`config.mk`:
```
export PLATFORM = sky130hd
export DESIGN_NAME = imm_gen_pipe_flat
export DESIGN_NICKNAME = d
export VERILOG_FILES = /design/src/rtl/imm_gen_pkg.sv /design/src/rtl/imm_gen_pipe_if.sv /design/src/rtl/imm_gen_pipe_imm_extract.sv /design/src/rtl/imm_gen_pipe.sv /design/src/flat_wrapper.sv
export SDC_FILE = /design/constraint.sdc
export NUM_CORES = 1
export LEC_CHECK = 0
export CORE_ASPECT_RATIO = 2
export CORE_MARGIN = 2
export CORE_UTILIZATION = 50
export DETAILED_ROUTE_END_ITERATION = 8
export GPL_TIMING_DRIVEN = 0
export PLACE_DENSITY = 0.83
export REMOVE_ABC_BUFFERS = 1
export SETUP_SLACK_MARGIN = 0.3
export SYNTH_ARGS = -nofsm -noshare
export SYNTH_HDL_FRONTEND = slang
export SYNTH_SLANG_ARGS = --single-unit
```
`constraint.sdc`:
```
create_clock -name clk -period 7.3 [get_ports clk]
set_input_delay 1.46 -clock clk [delete_from_list [all_inputs] [get_ports clk]]
set_output_delay 1.46 -clock clk [all_outputs]
set_load 0.05 [all_outputs]
```
`src/rtl/imm_gen_pkg.sv`:
```
// Shared types and opcode constants for the registered immediate generator.
// Imported by the interface, the extractor and the pipeline top.
package imm_gen_pkg;

   typedef enum logic [2:0] {
      FMT_NONE  = 3'd0,
      FMT_I     = 3'd1,
      FMT_S     = 3'd2,
      FMT_B     = 3'd3,
      FMT_U     = 3'd4,
      FMT_J     = 3'd5,
      FMT_SHAMT = 3'd6,
      FMT_CSRZ  = 3'd7
   } imm_fmt_e;

   typedef enum logic [1:0] {
      ST_EMPTY = 2'd0,
      ST_ONE   = 2'd1,
      ST_TWO   = 2'd2
   } skid_state_e;

   localparam logic [6:0] OPC_OPIMM  = 7'b0010011;
   localparam logic [6:0] OPC_LOAD   = 7'b0000011;
   localparam logic [6:0] OPC_STORE  = 7'b0100011;
   localparam logic [6:0] OPC_BRANCH = 7'b1100011;
   localparam logic [6:0] OPC_LUI    = 7'b0110111;
   localparam logic [6:0] OPC_AUIPC  = 7'b0010111;
   localparam logic [6:0] OPC_JAL    = 7'b1101111;
   localparam logic [6:0] OPC_JALR   = 7'b1100111;
   localparam logic [6:0] OPC_SYSTEM = 7'b1110011;
   localparam logic [6:0] OPC_OP     = 7'b0110011;
   localparam logic [6:0] OPC_FENCE  = 7'b0001111;

endpackage

```
`src/rtl/imm_gen_pipe_if.sv`:
```
// Instruction-in / immediate-out handshake bundle of the decode-stage immediate generator.
// master = producer/consumer side, slave = the pipeline block.
interface imm_gen_pipe_if #(
   parameter int XLEN  = 32,
   parameter int TAG_W = 8
);
   import imm_gen_pkg::*;

   logic             in_valid;
   logic             in_ready;
   logic [31:0]      in_inst;
   logic [TAG_W-1:0] in_tag;

   logic             out_valid;
   logic             out_ready;
   logic [31:0]      out_inst;
   logic [TAG_W-1:0] out_tag;
   logic [XLEN-1:0]  out_imm;
   imm_fmt_e         out_fmt;
   logic             out_unknown;

   modport master (
      output in_valid, in_inst, in_tag, out_ready,
      input  in_ready, out_valid, out_inst, out_tag, out_imm, out_fmt, out_unknown
   );

   modport slave (
      input  in_valid, in_inst, in_tag, out_ready,
      output in_ready, out_valid, out_inst, out_tag, out_imm, out_fmt, out_unknown
   );

endinterface

```
`src/rtl/imm_gen_pipe_imm_extract.sv`:
```
// Combinational RV immediate extraction: instruction word -> extended immediate, format, unknown flag.
// Every path assigns all outputs through the defaults at the top of the block.
module imm_extract
   import imm_gen_pkg::*;
#(
   parameter int XLEN       = 32,
   parameter bit SLTIU_ZEXT = 1'b0
) (
   input  logic [31:0]     inst,
   output logic [XLEN-1:0] imm,
   output imm_fmt_e        fmt,
   output logic            unknown
);

   localparam int SH_W = (XLEN == 64) ? 6 : 5;

   logic [6:0] opc;
   logic [2:0] f3;

   assign opc = inst[6:0];
   assign f3  = inst[14:12];

   always_comb begin
      imm     = '0;
      fmt     = FMT_NONE;
      unknown = 1'b0;
      case (opc)
         OPC_OPIMM: begin
            if (f3 == 3'b001 || f3 == 3'b101) begin
               // shift amount only; funct7 bits above it are opcode, not immediate
               fmt            = FMT_SHAMT;
               imm[SH_W-1:0]  = inst[20 +: SH_W];
            end else if (f3 == 3'b011 && SLTIU_ZEXT) begin
               fmt       = FMT_I;
               imm[11:0] = inst[31:20];
            end else begin
               fmt = FMT_I;
               imm = {{(XLEN-12){inst[31]}}, inst[31:20]};
            end
         end
         OPC_LOAD, OPC_JALR: begin
            fmt = FMT_I;
            imm = {{(XLEN-12){inst[31]}}, inst[31:20]};
         end
         OPC_STORE: begin
            fmt = FMT_S;
            imm = {{(XLEN-12){inst[31]}}, inst[31:25], inst[11:7]};
         end
         OPC_BRANCH: begin
            fmt = FMT_B;
            imm = {{(XLEN-13){inst[31]}}, inst[31], inst[7], inst[30:25], inst[11:8], 1'b0};
         end
         OPC_LUI, OPC_AUIPC: begin
            fmt = FMT_U;
            imm = {{(XLEN-32){inst[31]}}, inst[31:12], 12'b0};
         end
         OPC_JAL: begin
            fmt = FMT_J;
            imm = {{(XLEN-21){inst[31]}}, inst[31], inst[19:12], inst[20], inst[30:21], 1'b0};
         end
         OPC_SYSTEM: begin
            if (f3[2]) begin
               fmt      = FMT_CSRZ;
               imm[4:0] = inst[19:15];
            end
         end
         OPC_OP, OPC_FENCE: begin
            fmt = FMT_NONE;
         end
         default: begin
            unknown = 1'b1;
         end
      endcase
   end

endmodule

```
`src/rtl/imm_gen_pipe.sv`:
```
// Registered immediate generator with a 2-entry skid buffer (output register + skid register).
// state | meaning:  EMPTY = nothing held | ONE = output reg full | TWO = output + skid full
module imm_gen_pipe
   import imm_gen_pkg::*;
#(
   parameter int XLEN       = 32,
   parameter int TAG_W      = 8,
   parameter bit SLTIU_ZEXT = 1'b0
) (
   input  logic          clk,
   input  logic          rst,
   input  logic          flush,
   imm_gen_pipe_if.slave bus
);

   skid_state_e state_q, state_d;

   logic [31:0]      out_inst_q, out_inst_d;
   logic [TAG_W-1:0] out_tag_q, out_tag_d;
   logic [XLEN-1:0]  out_imm_q, out_imm_d;
   imm_fmt_e         out_fmt_q, out_fmt_d;
   logic             out_unk_q, out_unk_d;

   logic [31:0]      skid_inst_q, skid_inst_d;
   logic [TAG_W-1:0] skid_tag_q, skid_tag_d;
   logic [XLEN-1:0]  skid_imm_q, skid_imm_d;
   imm_fmt_e         skid_fmt_q, skid_fmt_d;
   logic             skid_unk_q, skid_unk_d;

   logic [XLEN-1:0] ext_imm;
   imm_fmt_e        ext_fmt;
   logic            ext_unk;

   logic in_ready, out_valid, in_xfer, out_xfer;
   logic load_out_in, load_out_skid, load_skid_in;

   imm_extract #(
      .XLEN       (XLEN),
      .SLTIU_ZEXT (SLTIU_ZEXT)
   ) u_extract (
      .inst    (bus.in_inst),
      .imm     (ext_imm),
      .fmt     (ext_fmt),
      .unknown (ext_unk)
   );

   // both handshake outputs decode from the state register only
   assign in_ready  = (state_q != ST_TWO);
   assign out_valid = (state_q != ST_EMPTY);
   assign in_xfer   = bus.in_valid && in_ready;
   assign out_xfer  = out_valid && bus.out_ready;

   always_comb begin
      state_d       = state_q;
      load_out_in   = 1'b0;
      load_out_skid = 1'b0;
      load_skid_in  = 1'b0;
      case (state_q)
         ST_EMPTY: begin
            if (in_xfer) begin
               load_out_in = 1'b1;
               state_d     = ST_ONE;
            end
         end
         ST_ONE: begin
            if (in_xfer && out_xfer) begin
               load_out_in = 1'b1;
            end else if (in_xfer) begin
               load_skid_in = 1'b1;
               state_d      = ST_TWO;
            end else if (out_xfer) begin
               state_d = ST_EMPTY;
            end
         end
         ST_TWO: begin
            if (out_xfer) begin
               load_out_skid = 1'b1;
               state_d       = ST_ONE;
            end
         end
         default: begin
            state_d = ST_EMPTY;
         end
      endcase
      if (flush) begin
         state_d = ST_EMPTY;
      end
   end

   always_comb begin
      out_inst_d  = out_inst_q;
      out_tag_d   = out_tag_q;
      out_imm_d   = out_imm_q;
      out_fmt_d   = out_fmt_q;
      out_unk_d   = out_unk_q;
      skid_inst_d = skid_inst_q;
      skid_tag_d  = skid_tag_q;
      skid_imm_d  = skid_imm_q;
      skid_fmt_d  = skid_fmt_q;
      skid_unk_d  = skid_unk_q;
      if (load_out_in) begin
         out_inst_d = bus.in_inst;
         out_tag_d  = bus.in_tag;
         out_imm_d  = ext_imm;
         out_fmt_d  = ext_fmt;
         out_unk_d  = ext_unk;
      end else if (load_out_skid) begin
         out_inst_d = skid_inst_q;
         out_tag_d  = skid_tag_q;
         out_imm_d  = skid_imm_q;
         out_fmt_d  = skid_fmt_q;
         out_unk_d  = skid_unk_q;
      end
      if (load_skid_in) begin
         skid_inst_d = bus.in_inst;
         skid_tag_d  = bus.in_tag;
         skid_imm_d  = ext_imm;
         skid_fmt_d  = ext_fmt;
         skid_unk_d  = ext_unk;
      end
   end

   always_ff @(posedge clk or posedge rst) begin
      if (rst) begin
         state_q     <= ST_EMPTY;
         out_inst_q  <= '0;
         out_tag_q   <= '0;
         out_imm_q   <= '0;
         out_fmt_q   <= FMT_NONE;
         out_unk_q   <= 1'b0;
         skid_inst_q <= '0;
         skid_tag_q  <= '0;
         skid_imm_q  <= '0;
         skid_fmt_q  <= FMT_NONE;
         skid_unk_q  <= 1'b0;
      end else begin
         state_q     <= state_d;
         out_inst_q  <= out_inst_d;
         out_tag_q   <= out_tag_d;
         out_imm_q   <= out_imm_d;
         out_fmt_q   <= out_fmt_d;
         out_unk_q   <= out_unk_d;
         skid_inst_q <= skid_inst_d;
         skid_tag_q  <= skid_tag_d;
         skid_imm_q  <= skid_imm_d;
         skid_fmt_q  <= skid_fmt_d;
         skid_unk_q  <= skid_unk_d;
      end
   end

   assign bus.in_ready    = in_ready;
   assign bus.out_valid   = out_valid;
   assign bus.out_inst    = out_inst_q;
   assign bus.out_tag     = out_tag_q;
   assign bus.out_imm     = out_imm_q;
   assign bus.out_fmt     = out_fmt_q;
   assign bus.out_unknown = out_unk_q;

endmodule

```
`src/flat_wrapper.sv`:
```
// flat-port wrapper written by rule: the top's interface ports become plain ports
module imm_gen_pipe_flat import imm_gen_pkg::*;
#(
   parameter int XLEN       = 32,
   parameter int TAG_W      = 8,
   parameter bit SLTIU_ZEXT = 1'b0
)
  (clk, rst, flush, bus_in_valid, bus_in_inst, bus_in_tag, bus_out_ready, bus_in_ready, bus_out_valid, bus_out_inst, bus_out_tag, bus_out_imm, bus_out_fmt, bus_out_unknown);
  imm_gen_pipe_if #(.XLEN(XLEN), .TAG_W(TAG_W)) bus_i ();
  input  logic clk;
  input  logic rst;
  input  logic flush;
  input wire logic [$bits(bus_i.in_valid)-1:0] bus_in_valid;
  input wire logic [$bits(bus_i.in_inst)-1:0] bus_in_inst;
  input wire logic [$bits(bus_i.in_tag)-1:0] bus_in_tag;
  input wire logic [$bits(bus_i.out_ready)-1:0] bus_out_ready;
  output wire logic [$bits(bus_i.in_ready)-1:0] bus_in_ready;
  output wire logic [$bits(bus_i.out_valid)-1:0] bus_out_valid;
  output wire logic [$bits(bus_i.out_inst)-1:0] bus_out_inst;
  output wire logic [$bits(bus_i.out_tag)-1:0] bus_out_tag;
  output wire logic [$bits(bus_i.out_imm)-1:0] bus_out_imm;
  output wire logic [$bits(bus_i.out_fmt)-1:0] bus_out_fmt;
  output wire logic [$bits(bus_i.out_unknown)-1:0] bus_out_unknown;
  assign bus_i.in_valid = bus_in_valid;
  assign bus_i.in_inst = bus_in_inst;
  assign bus_i.in_tag = bus_in_tag;
  assign bus_i.out_ready = bus_out_ready;
  assign bus_in_ready = bus_i.in_ready;
  assign bus_out_valid = bus_i.out_valid;
  assign bus_out_inst = bus_i.out_inst;
  assign bus_out_tag = bus_i.out_tag;
  assign bus_out_imm = bus_i.out_imm;
  assign bus_out_fmt = bus_i.out_fmt;
  assign bus_out_unknown = bus_i.out_unknown;
  imm_gen_pipe #(.XLEN(XLEN), .TAG_W(TAG_W), .SLTIU_ZEXT(SLTIU_ZEXT)) u_core (.clk(clk), .rst(rst), .flush(flush), .bus(bus_i));
endmodule
```
# [Yosys cells after proc, flatten, opt, wreduce, memory -nomap -nowiden]
# Cells that the tools add are included.
# W data, S select, Z words.
[totals] regBits=154 out_inout_bits=78
[classes] n_eq_ne=20 muxes=32 reduce_logical=13
[op_table] operator="$pmux W27 S5" n=1
[op_table] operator="$mux W32" n=4
[op_table] operator="$eq A7 B7 Y1 const B" n=4
[op_table] operator="$mux W27" n=1
[op_table] operator="$pmux W5 S5" n=1
[op_table] operator="$eq A7 B6 Y1 const B" n=3
[op_table] operator="$pmux W3 S7" n=1
[op_table] operator="$mux W8" n=2
[op_table] operator="$eq A7 B5 Y1 const B" n=2
[op_table] operator="$mux W2" n=6
[op_table] operator="$mux W3" n=4
[op_table] operator="$reduce_or A11 Y1" n=1
[op_table] operator="$mux W1" n=9
[op_table] operator="$eq A7 B2 Y1 const B" n=1
[op_table] operator="$eq A7 B4 Y1 const B" n=1
[op_table] operator="$ne A3 B2 Y1 const B" n=2
[op_table] operator="$pmux W2 S3" n=1
[op_table] operator="$reduce_or A3 Y1" n=2
[op_table] operator="$mux W5" n=1
[op_table] operator="$ne A4 B2 Y1 const B" n=1
[op_table] operator="$reduce_and A4 Y1" n=1
[op_table] operator="$reduce_bool A2 Y1" n=2
[op_table] operator="$reduce_or A2 Y1" n=2
[op_table] operator="$eq A3 B1 Y1 const B" n=1
[op_table] operator="9 further kinds" n=11

# [Logic depth before layout (Yosys ltp)]
[depth] depth_word=7 ltp_mapped=7 ltp_nobuf=4

# [Cells and area by module]
# Synthesis repeated with hierarchy kept, for this count alone.
[hier_totals] hier_cells=585 hier_area_um2=7778.7
[modules_own_cells] module="imm_gen_pipe" n_inst=1 cells_per_inst=488 area_each_um2=7016.7 seq_area_each_um2=3853.7
[modules_own_cells] module="imm_extract" n_inst=1 cells_per_inst=97 area_each_um2=762.0 seq_area_each_um2=0.0

# [Worst setup path before layout]
# OpenSTA, ideal clock, no wires.
[synth_path] kind="input to register" startpoint="in bus_in_inst[3]" endpoint="reg u_core.out_imm_q[31], in the netlist u_core.bus.out_imm[31]" t_arrival_ps=2624 t_required_ps=7173 path_slack_ps=4550 stages=6 cell_sequence="buf_6 -> nand4b_1 -> nor3_1 -> o311a_1 -> buf_6 -> a311o_2"
[synth_between] elab_chain_len=4 elab_cells_between_ends=12 cone_classes="8 x eq/ne; 2 x mux; 2 x reduce/logical"
[synth_rtl] item="start, declared" line="flat_wrapper.sv:14" source="input wire logic [$bits(bus_i.in_inst)-1:0] bus_in_inst;"
[synth_rtl] item="$eq A7 B6 Y1, or another cell as far along" line="imm_gen_pipe_imm_extract.sv:27" source="case (opc)"
[synth_rtl] item="$reduce_or A3 Y1 (no line) / $reduce_or A2 Y1 (equally long branches)"
[synth_rtl] item="$pmux W27 S5 *" line="imm_gen_pipe_imm_extract.sv:27"
[synth_rtl] item="$mux W32 *" line="imm_gen_pipe.sv:101" source="if (load_out_in) begin"
[synth_rtl] item="end signal, assigned" line="imm_gen_pipe.sv:140" source="out_imm_q <= out_imm_d;"
[synth_rtl] item="end, declared" line="imm_gen_pipe.sv:20" source="logic [XLEN-1:0] out_imm_q, out_imm_d;"
# Every way passes the cells marked *; elsewhere a longest branch is shown, timed or not.
# A chain may end at the register's enable or synchronous reset.

# [Worst setup path after layout]
[layout_path] startpoint="in bus_in_inst[4]" endpoint="reg u_core.skid_fmt_q[2]"
[layout_between] elab_chain_len=3 elab_cells_between_ends=12 cone_classes="9 x eq/ne; 1 x mux; 2 x reduce/logical"
[layout_rtl] item="$eq A7 B6 Y1, or another cell as far along" line="imm_gen_pipe_imm_extract.sv:27"
[layout_rtl] item="$reduce_or A2 Y1" line="imm_gen_pipe_imm_extract.sv:27"
[layout_rtl] item="$pmux W3 S7 *" line="imm_gen_pipe_imm_extract.sv:27"
[layout_rtl] item="end signal, assigned" line="imm_gen_pipe.sv:146" source="skid_fmt_q <= skid_fmt_d;"
[layout_rtl] item="end, declared" line="imm_gen_pipe.sv:27" source="imm_fmt_e skid_fmt_q, skid_fmt_d;"
# Marks and branches as above.

==> flow_summary.ini <==
[status]
status = finished, final reports clean

[power_and_ir_drop]
cellLeakagePower_nw = 3.93
vdd_drop_max_mv = 0.199
power_per_cell_area_nw_per_um2 = 272

[yosys]
yosys_warnings = 0
synth_top_cell_by_area = dfrtp_1
netlist_area_um2 = 6650
ys_ff_latch = 154
avgSynthCellArea_um2 = 9.74
synth.distinct_cells = 59
yosysSeqAreaShare = 0.580
async_reset_ff_frac = 1.00
synthesis.instances = 682
synthFlopType = dfrtp_1
synth_top_area_share = 0.580
synth_edf_count = 0
synthTopCellsByArea = dfrtp_1, nand2_1, a22oi_1, nor2_1, a222oi_1

[worst_setup_path]
crit_required_ns = 7.61
rr_worst_depth = 4
crit_path_top_delay_cell = or2_0
critPathArrivalTime_ns = 4.28
critPathMaxFanout = 18
critPathKind = input pin to register
startpoint_type = input pin
critPathMaxStageDelay_ns = 0.90
cp_cell_sequence = clkdlybuf4s50_1 > nand2b_1 > or2_0 > o311ai_0 > mux2_2
end_kind = register

[cells_and_area]
final_nets = 826
ff_latch_area_um2 = 3850
multi_input_area_um2 = 2600
final_cells = 946
diodes = 0
design_area_um2 = 8580
syn_to_final_growth_pct = 29.1
fill_cells = 1018
layout-drive-gt1-share = 0.0844

[worst_hold_path]
holdPathStages = 2
holdCritPathClass = register to register

[global_routing]
grt_pass1_wl_mm = 30.7
track_usage = 0.273
first_global_vias = 6024
antenna_found_initial = 0
grt_max_degree = 91
grt-ovfl-total = 0

[clock_tree]
cts_root_buffer = clkbuf_16
cts_buffer_depth = 2
cts_setup_buffers = 0
clkTransAtPathRegs_ns = 0.06
cts-buffers-inserted = 17
cts.repair.resized = 0
hold_buffers = 0
cts.sinks = 154
htreeDepth = 4
cts_tree = done
clkLatencyLatePin_ns = 0.42

[timing]
finalSetupViolCount = 0
hold_viol = 0
timing.slew.headroom = 0.109
max_freq_ghz = 0.252
min_period_ns = 3.97
rsz0062_at_grt = no
fin_setup_tns_ns = 0
slew_violations = 0
worst_pin_slew_ns = 1.33
period_share = 0.544
skew_ns = 0.00495

[route]
via_per_inst = 6.20
drcViolationCount = 0
routed_wl_mm = 19.0
dr.pass1.iters = 6
wl_per_cell_um = 20.0
vias = 5861
drt-initial-drc-count = 747
ant_nets = 0

[place]
dp_hpwl_mm = 12.5
placed_cells = 914
gp_congestion = 0.828
port_buffers = 122
detailed_place.area_um2 = 8010

[die]
die_w_um = 85.5
die_h_um = 167
coreArea_um2 = 13000
rows = 59
dieArea_um2 = 14300
ios = 123
start_util = 0.511

[flow_run]
drv_cap = 0
[report_power, final]
group,internal [mW],total [mW],switching [mW],leakage (nW)
logic,0.155,0.455,0.300,1.67
registers,0.959,1.02,0.0621,1.99
clock network,0.511,0.857,0.346,0.265
[synth_stat cells (4+ instances only)]
cell      count
nand2_1     226
dfrtp_1     154
nor2_1       41
a22oi_1      39
buf_2        20
clkbuf_1     20
o22ai_1      18
o21ai_0      17
a21oi_1      12
a222oi_1     12
o211ai_1     12
o21ai_1      11
a221o_1      10
a211o_2       7
nand2b_1      7
buf_1         6
nand3_1       5
a211oi_1      4
[cells in the final DEF, fill, tap and decap left out, types with 3 or more instances in the layout]
| cell | count |
|---|---|
| nand2_1 | 225 |
| dfrtp_1 | 154 |
| clkdlybuf4s50_1 | 122 |
| nor2_1 | 39 |
| a22oi_1 | 39 |
| o22ai_1 | 18 |
| o21ai_0 | 17 |
| clkbuf_16 | 17 |
| a21oi_1 | 12 |
| a222oi_1 | 12 |
| o211ai_1 | 12 |
| o21ai_1 | 10 |
| a221o_1 | 10 |
| nand2b_1 | 7 |
| a211o_2 | 7 |
| nand3_1 | 5 |
| clkinvlp_4 | 5 |
| a211oi_1 | 4 |
| buf_12 | 4 |
| nor2b_1 | 3 |
| nor3_1 | 3 |
| a22o_1 | 3 |
| clkinv_2 | 3 |
| clkbuf_1 | 3 |
| buf_4 | 3 |
[cells by family (layout without fill, tap and decap cells)]
group	Yosys count	count (layout)	share of synthesized area
buffers and inverters	52	164	0.0371
muxes	2	2	0.00320
xor gates and xnor gates	1	1	0.00132
and+or+nand+nor	305	305	0.191
DFF	154	154	0.580
AOI/OAI and AO/OA	168	168	0.188
[layout make-up]
cell class | count | area share
clock buffer | 21 | 0.0525
clock inverter | 11 | 0.0141
inverter | 1 | 0.00102
multi-input combinational | 476 | 0.303
sequential | 154 | 0.449
tap | 152 | 0.0222
timing repair buffer | 131 | 0.158
[metrics by stage]
| step | util | power (mW) | hold WS [ns] | worst slack (ns) |
|---|---|---|---|---|
| 6_report | 0.660 | 2.33 | 0.472 | 3.33 |
| 5_1_grt | 0.660 | 2.42 | 0.491 | 3.14 |
| 4_1_cts | 0.660 | 2.34 | 0.476 | 3.35 |
| 3_5_place_dp | 0.616 | 1.49 | 0.461 | 2.91 |
| 3_3_place_gp | 0.601 | 1.46 | 0.458 | -0.0214 |
| 2_1_floorplan | - | 1.30 | 0.446 | 1.69 |
[worst max-delay path: cells and delay by family]
family	cells	cell delay, ns
AOI/OAI and AO/OA	1	0.46
buffers and inverters	1	0.77
muxes	1	0.38
and+or+nand+nor	2	1.19
[flip-flops by register name, summed over array words and instances, names as in the netlist]
signal and count:
u_core.bus.out_imm 32, u_core.skid_fmt_q 3, u_core.skid_tag_q 8, u_core.skid_imm_q 32
u_core.bus.out_unknown 1, u_core.skid_unk_q 1, u_core.bus.out_fmt 3, u_core.state_q 2
u_core.bus.out_tag 8, u_core.skid_inst_q 32, u_core.bus.out_inst 32
[final timing paths]
kind	from	end	slack (ns)
worst max-delay path	bus_in_inst[4]	u_core.skid_fmt_q[2]	3.33
worst min-delay path	u_core.bus.out_tag[4]	u_core.bus.out_tag[4]	0.47
worst max register to register	u_core.state_q[1]	u_core.bus.out_imm[13]	4.46
worst min register to register	u_core.bus.out_tag[4]	u_core.bus.out_tag[4]	0.47
max in group asynchronous	rst	u_core.bus.out_inst[20]	4.98
min in group asynchronous	rst	u_core.bus.out_tag[4]	1.50
[metal layers]
layer	global-route usage	up-vias	wire length (µm)
met5	0	-	0
met4	0.148	0	850
met3	0.0451	57	1240
met2	0.460	303	10100
met1	0.330	2910	6770
li1	-	2591	-
No activity file was read; power rests on OpenSTA's default activity.
